<file path="src/rtl/regfile_fifo.sv">
// regfile_fifo: single-clock circular-buffer FIFO fed by register-file strobes.
// Push, pop and flush arrive as one-cycle pulses. Overflow and underflow are
// sticky until a flush or reset. A registered head word and an irq level are
// provided for software read-back. Storage is never reset; only control state is.
module regfile_fifo #(
   parameter int DEPTH_LOG2 = 4,
   parameter int DATA_W     = 32
) (
   input  logic                  clk,
   input  logic                  reset,
   input  logic                  wr_pulse,
   input  logic [DATA_W-1:0]     wr_data,
   input  logic                  rd_pulse,
   input  logic                  clr_pulse,
   input  logic [DEPTH_LOG2:0]   thr,
   output logic [DATA_W-1:0]     rd_data,
   output logic [31:0]           status,
   output logic                  irq
);

   localparam int DEPTH = 1 << DEPTH_LOG2;
   localparam logic [DEPTH_LOG2:0] DEPTH_CNT = DEPTH[DEPTH_LOG2:0];

   logic [DATA_W-1:0]     mem [DEPTH];
   logic [DEPTH_LOG2-1:0] wr_ptr;
   logic [DEPTH_LOG2-1:0] rd_ptr;
   logic [DEPTH_LOG2:0]   count;
   logic                  overflow;
   logic                  underflow;
   logic                  do_push;
   logic                  do_pop;
   logic                  empty;
   logic                  full;

   // Accept decisions: a pop needs data; a push needs room unless a pop frees a slot in the same cycle.
   always_comb begin
      do_pop  = rd_pulse && (count != '0);
      do_push = wr_pulse && ((count != DEPTH_CNT) || do_pop);
   end

   assign empty  = (count == '0);
   assign full   = (count == DEPTH_CNT);
   assign status = {16'h0000, 8'(count), 4'h0, underflow, overflow, full, empty};

   // Storage write; a flush in the same cycle discards the incoming word.
   always_ff @(posedge clk) begin
      if (do_push && !clr_pulse) begin
         mem[wr_ptr] <= wr_data;
      end
   end

   // Control state: pointers, occupancy and sticky error flags; flush overrides everything.
   always_ff @(posedge clk or posedge reset) begin
      if (reset) begin
         wr_ptr    <= '0;
         rd_ptr    <= '0;
         count     <= '0;
         overflow  <= 1'b0;
         underflow <= 1'b0;
      end else if (clr_pulse) begin
         wr_ptr    <= '0;
         rd_ptr    <= '0;
         count     <= '0;
         overflow  <= 1'b0;
         underflow <= 1'b0;
      end else begin
         if (do_push) begin
            wr_ptr <= wr_ptr + 1'b1;
         end
         if (do_pop) begin
            rd_ptr <= rd_ptr + 1'b1;
         end
         if (do_push && !do_pop) begin
            count <= count + 1'b1;
         end else if (do_pop && !do_push) begin
            count <= count - 1'b1;
         end
         if (wr_pulse && !do_push) begin
            overflow <= 1'b1;
         end
         if (rd_pulse && !do_pop) begin
            underflow <= 1'b1;
         end
      end
   end

   // Registered head word; reads zero while the FIFO is empty.
   always_ff @(posedge clk or posedge reset) begin
      if (reset) begin
         rd_data <= '0;
      end else if (count != '0) begin
         rd_data <= mem[rd_ptr];
      end else begin
         rd_data <= '0;
      end
   end

   // Interrupt level from the registered occupancy; a zero threshold disables it.
   always_ff @(posedge clk or posedge reset) begin
      if (reset) begin
         irq <= 1'b0;
      end else begin
         irq <= (thr != '0) && (count >= thr);
      end
   end

endmodule
</file>
<file path="config.mk">
export PLATFORM = sky130hd
export DESIGN_NAME = regfile_fifo
export DESIGN_NICKNAME = d
export VERILOG_FILES = /design/src/rtl/regfile_fifo.sv
export SDC_FILE = /design/constraint.sdc
export NUM_CORES = 1
export LEC_CHECK = 0
export BUFFER_PORTS_ARGS = -buffer_cell sky130_fd_sc_hd__buf_2
export CORE_ASPECT_RATIO = 0.9
export CORE_MARGIN = 1
export CORE_UTILIZATION = 30
export CTS_CLUSTER_DIAMETER = 200
export DETAILED_ROUTE_END_ITERATION = 10
export PLACE_DENSITY = 0.52
export SYNTH_ARGS = -nofsm -noshare
export SYNTH_HDL_FRONTEND = slang
export SYNTH_SLANG_ARGS = --single-unit
</file>
<file path="constraint.sdc">
create_clock -name clk -period 3.85 [get_ports clk]
set_input_delay 0.5775 -clock clk [delete_from_list [all_inputs] [get_ports clk]]
set_output_delay 0.5775 -clock clk [all_outputs]
set_load 0.1 [all_outputs]
</file>
-- Yosys cells after proc, flatten, opt, wreduce, memory -nomap -nowiden
Memory sizes are Yosys's and may differ from the RTL's.
Cells that the tools add are included.
- magnitude comparators: 1
- multiplexer cells: 14
- reduce and logical (&&, ||, !) cells: 20
- equal/unequal tests: 2
- add/sub/neg operators: 4
- operators by type and width (cell ; number):
    $mux 32 ; 1
    $mux 4 ; 4
    $mux 5 ; 3
    $reduce_bool 5->1 ; 2
    $add 4x1->4 const B ; 2
    $logic_and 1x1->1 ; 8
    $reduce_bool 2->1 ; 4
    $mux 1 ; 6
    $add 5x1->5 const B ; 1
    $eq 5x5->1 const B ; 1
    $ge 5x5->1 ; 1
    $logic_not 5->1 ; 1
    $ne 5x5->1 const B ; 1
    $sub 5x1->5 const B ; 1
    $logic_not 1->1 ; 3
    $reduce_bool 3->1 ; 1
    $logic_or 1x1->1 ; 1
- output and inout port bits: 65
- word-level logic and storage cells: 49
- memories: 1
- bits of input ports: 42
- register bits: 48
- memory bits (writable): 512
- memory list (memory ; words ; bits a word ; rd ports ; clocked after Yosys merged registers in ; write ports ; RTL line ; text):
    mem ; 16 ; 32 ; 1 ; 0 ; 1 ; 24 ; logic [DATA_W-1:0] mem [DEPTH];

-- Depth between registers and ports, before layout
- word-level depth: 9
- gate-level depth with buffers: 10
- mapped depth without buffers: 8

-- Worst setup path after synthesis
No wires, ideal clock.
- kind: reg2reg
- start: reg count[0]
- end: mem mem[12][0] (enable)
- arrival: 3.283 ns
- path buffers: 2
- setup slack: 0.146 ns
- period minus slack after synthesis: 3.704 ns
- required time: 3.429 ns
- library setup time: 0.421 ns
- cell stages (with the launch flop): 7
- cell sequence: dfrtp_1 -> or4_1 -> buf_6 -> buf_4 -> o21a_1 -> nand2_1 -> nor2_1
- longest elaborated chain between the ends: 7
- elaborated cells between the ends (all ways): 8
- classes of those cells: eq/ne: 1; mux: 2; reduce/logical: 5
- RTL lines (item ; RTL line ; text):
    start, declared ; 27 ; logic [DEPTH_LOG2:0] count;
    start signal, assigned ; 74 ; count <= count + 1'b1;
    start signal, assigned ; 76 ; count <= count - 1'b1;
    $reduce_bool 5->1 ; 37 ; do_pop = rd_pulse && (count != '0);
    $logic_and 1x1->1 ; 37 ;
    $logic_or 1x1->1 (*) ; 38 ; do_push = wr_pulse && ((count != DEPTH_CNT) || do_pop);
    $logic_and 1x1->1 (*) ; 38 ;
    $logic_and 1x1->1 (*) ; 47 ; if (do_push && !clr_pulse) begin
    $mux 1 (*) ; 47 ;
    $mux 1 (not written as such) (*) ; 48 ; mem[wr_ptr] <= wr_data;
    end, declared ; 24 ;
Mark *: on every way between the ends. The rest lies on a longest branch, timed or not.

-- Worst setup path in the final report
- start: reg count[0]
- end: out status[0]
- longest elaborated chain between the ends: 1
- RTL lines (item ; RTL line ; text):
    $logic_not 5->1 ; 41 ; assign empty = (count == '0);
    end, declared ; 17 ; output logic [31:0] status,
Every way passes these cells.

==> results.md <==
* Outcome: complete, no violations
* Library cells used by synthesis at 48
* Iter 0 DRT Violations at 727
* Router iterations before antenna repair at 5
* Routed length per placed instance at 23.19 um
* Cell count after synthesis at 988
* P_leak at 8.140 nW
* Final setup fails at 0
* Clk_skew at 0.02664 ns
* CTS Hold Bufs at 0
* Worst-Margin Slew at 0.8186 ns
* Starting density of the core at 30.28%
* Post-synthesis sequential area ratio at 76.63%
* Syn avg cell area at 21.89 um^2
* CTS tree: yes
* Period minus WS final at 3.074 ns
* R2r startpoint: count[1]$_DFFE_PP0P_
* Startpoint types: flop
* Post-Layout Cell Count at 2116
* Core ar. at 71450 um^2
* Die area at 73190 um^2
* Critical Path Source: count[0]$_DFFE_PP0P_
* Yosys reg bits at 560
* CTS Buf Count at 57
* Design Area, Final at 25270 um^2
* Cell Area, Placed at 23460 um^2
* Clk_lat worst skew at 0.61 ns
* First-pass GRT wire length at 73090 um
* Root Driver: clkbuf_16
* Max-Cap Viols at 0
* CP required at 3.27 ns
* GR Overflow Total at 0
* Arrival time worst endpoint at 2.50 ns
* VDD IR max at 0.4388 mV
* Placer Congestion at 0.7133
* Area of the multi-input gates at 4721 um^2
* Int Power at 0.01126 W
* RSZ-0062 raised after global routing: no
* Via-per-instance ratio at 4.714
* Pwr dens at 658.3 nW/um^2
* Die Wd at 285.1 um
* Fin. Hold Viols at 0
* Sinks on Clock Net at 560
* DRC at 0
* Slew Limit Fails at 0
* IO Count at 107
* Final HPWL DP at 29600 um
* Synth-to-Final Area Change at 16.81%
* Hold Crit Class: input pin to asynchronous set/reset pin
* Max clock buf depth at 3
* Vias in the first global route at 10650
* Filler Cells Inserted at 6599
* Clk pwr share at 32.4%
* Core Rows at 93
* Number of synthesized flops with an enable pin at 512
* Post-synth ARST share at 8.571%
* Most common cell after layout, fill and taps aside: edfxtp_1
* H-tree Lvls at 2
* Highest clock rate at 325.3 MHz
* Vias at 9975
* Sequential cell area at 16580 um^2
* Core Util, Final at 35.37%
* GR Util All Layers at 13.62%
* Fin nets at 1174
* Initial antenna violation count at 1
* Die Height at 256.7 um
* Crit. End Element: output port
* Switch Pwr at 0.005374 W
* Post-CTS setup buffers at 0
* # resized after CTS at 0
* Number of synthesis warnings at 0
* Crit-path max FO at 14
* Final wirelength at 49070 um
* Gate power share at 24.7%
* Commonest non-fill, non-tap cells in the layout: edfxtp_1 (512), mux4_2 (128), buf_2 (83), clkbuf_16 (57), nor2_1 (51)
* Synthesized cell area at 21630 um^2
* Post-Place Cells at 2008
* CP Class: flop to output port
* CTS clk-pin slew, worst paths at 0.06 ns
* Power consumption at 0.01663 W
* Port buffer count at 83
* Largest net degree at the start of global routing at 41
* Final worst-path cycle share at 79.86%
* Max-slew headroom at 45.29%
* Layout cells sized above 1 at 31.42%
* Ys flop type: edfxtp_1
* Fin Setup TNS at 0 ns
* Switching share of power at 32.31%
* Flop pwr share at 42.9%
* Final ANT Viol Nets at 0
## sequential cells by signal, summed over array words and instances (netlist names)
| name | flops |
|---|---|
| mem | 512 |
| wr_ptr | 4 |
| rd_data | 32 |
| irq | 1 |
| count | 5 |
| overflow | 1 |
| underflow | 1 |
| rd_ptr | 4 |
## metal layers
| metal | GRT usage [%] | vias up | share of wire [%] |
|---|---|---|---|
| met4 | 3.773 | 0 | 2.0 |
| li1 | - | 4301 | - |
| met3 | 2.206 | 69 | 4.6 |
| met5 | 0 | - | 0 |
| met1 | 18.68 | 5360 | 45 |
| met2 | 22.35 | 245 | 49 |
## cells by family after synthesis
family | synth area share, %
AOI/OAI and AO/OA | 2.424
adders and majority gates | 0.9023
xor gates and xnor gates | 0.3239
muxes | 15.10
buffers and inverters | 2.539
DFF | 76.63
and+or+nand+nor | 2.065
other | 0.01734
## path summary, 6_finish.rpt
kind                                         endpoint  slack [ns]  depth (start not counted)
worst max-delay path                        status[0]        0.78                          4
worst min-delay path            rd_data[26]$_DFF_PP0_         0.1                          2
max in group asynchronous       rd_ptr[0]$_DFFE_PP0P_        2.85                          3
min in group clk                        irq$_DFF_PP0_        0.27                          3
worst max register to register  mem[10][10]$_DFFE_PP_        1.05                          6
worst min register to register   overflow$_DFFE_PP0P_        0.50                          2
## stage by stage
| stage | hold slack [ns] | setup slack, ns |
|---|---|---|
| floorplan | 0.4637 | 0.1456 |
| global placement | 0.4772 | 0.9013 |
| detailed placement | 0.4854 | 0.8858 |
| CTS | 0.08730 | 0.7127 |
| global route | 0.1198 | 0.6674 |
| finish | 0.09598 | 0.7756 |
## worst max-delay path: stages (launching register included)
cell	delay, ns
dfrtp_1	0.46
or4_1	0.57
buf_4	0.23
nor2_8	0.16
buf_2	0.46
## power by group through the flow
stage	registers, W	logic [W]	clock network, W
after floorplan	0.00849	0.00195	0
after global routing	0.00718	0.00434	0.00576
after CTS	0.00715	0.00420	0.00554
final	0.00714	0.00411	0.00539
after global placement	0.00728	0.00418	0
after detailed placement	0.00728	0.00419	0
## final cells by class
type	count	share of cell area (%)
Clock inverter	25	0.9408
Timing Repair Buffer	124	3.654
Multi-Input combinational cell	363	18.68
Inverter	11	0.1634
Tap cell	950	4.704
Clock buffer	82	6.214
Sequential cell	560	65.63
Antenna cell	1	0.009903
## cell usage after synthesis (2+ instances only)
cell type / number / share of area [%]
edfxtp_1: 512 / 71
mux4_2: 128 / 13
nor2_1: 67 / 1.2
dfrtp_1: 48 / 5.6
mux2i_1: 35 / 1.6
a221o_1: 32 / 1.5
buf_4: 31 / 1.1
buf_2: 19 / 0.44
ha_1: 14 / 0.81
buf_6: 11 / 0.57
inv_1: 11 / 0.19
clkbuf_1: 10 / 0.17
a21oi_1: 6 / 0.14
nand2_1: 6 / 0.10
xor2_1: 6 / 0.24
buf_1: 5 / 0.087
o211ai_1: 4 / 0.14
and3_1: 3 / 0.087
mux2_2: 3 / 0.16
nand3_1: 3 / 0.069
a211o_1: 2 / 0.081
nand2b_1: 2 / 0.058
nor2b_1: 2 / 0.058
or3_1: 2 / 0.058
or4_1: 2 / 0.069
xnor2_1: 2 / 0.081
No activity file was read; power rests on OpenSTA's default activity.
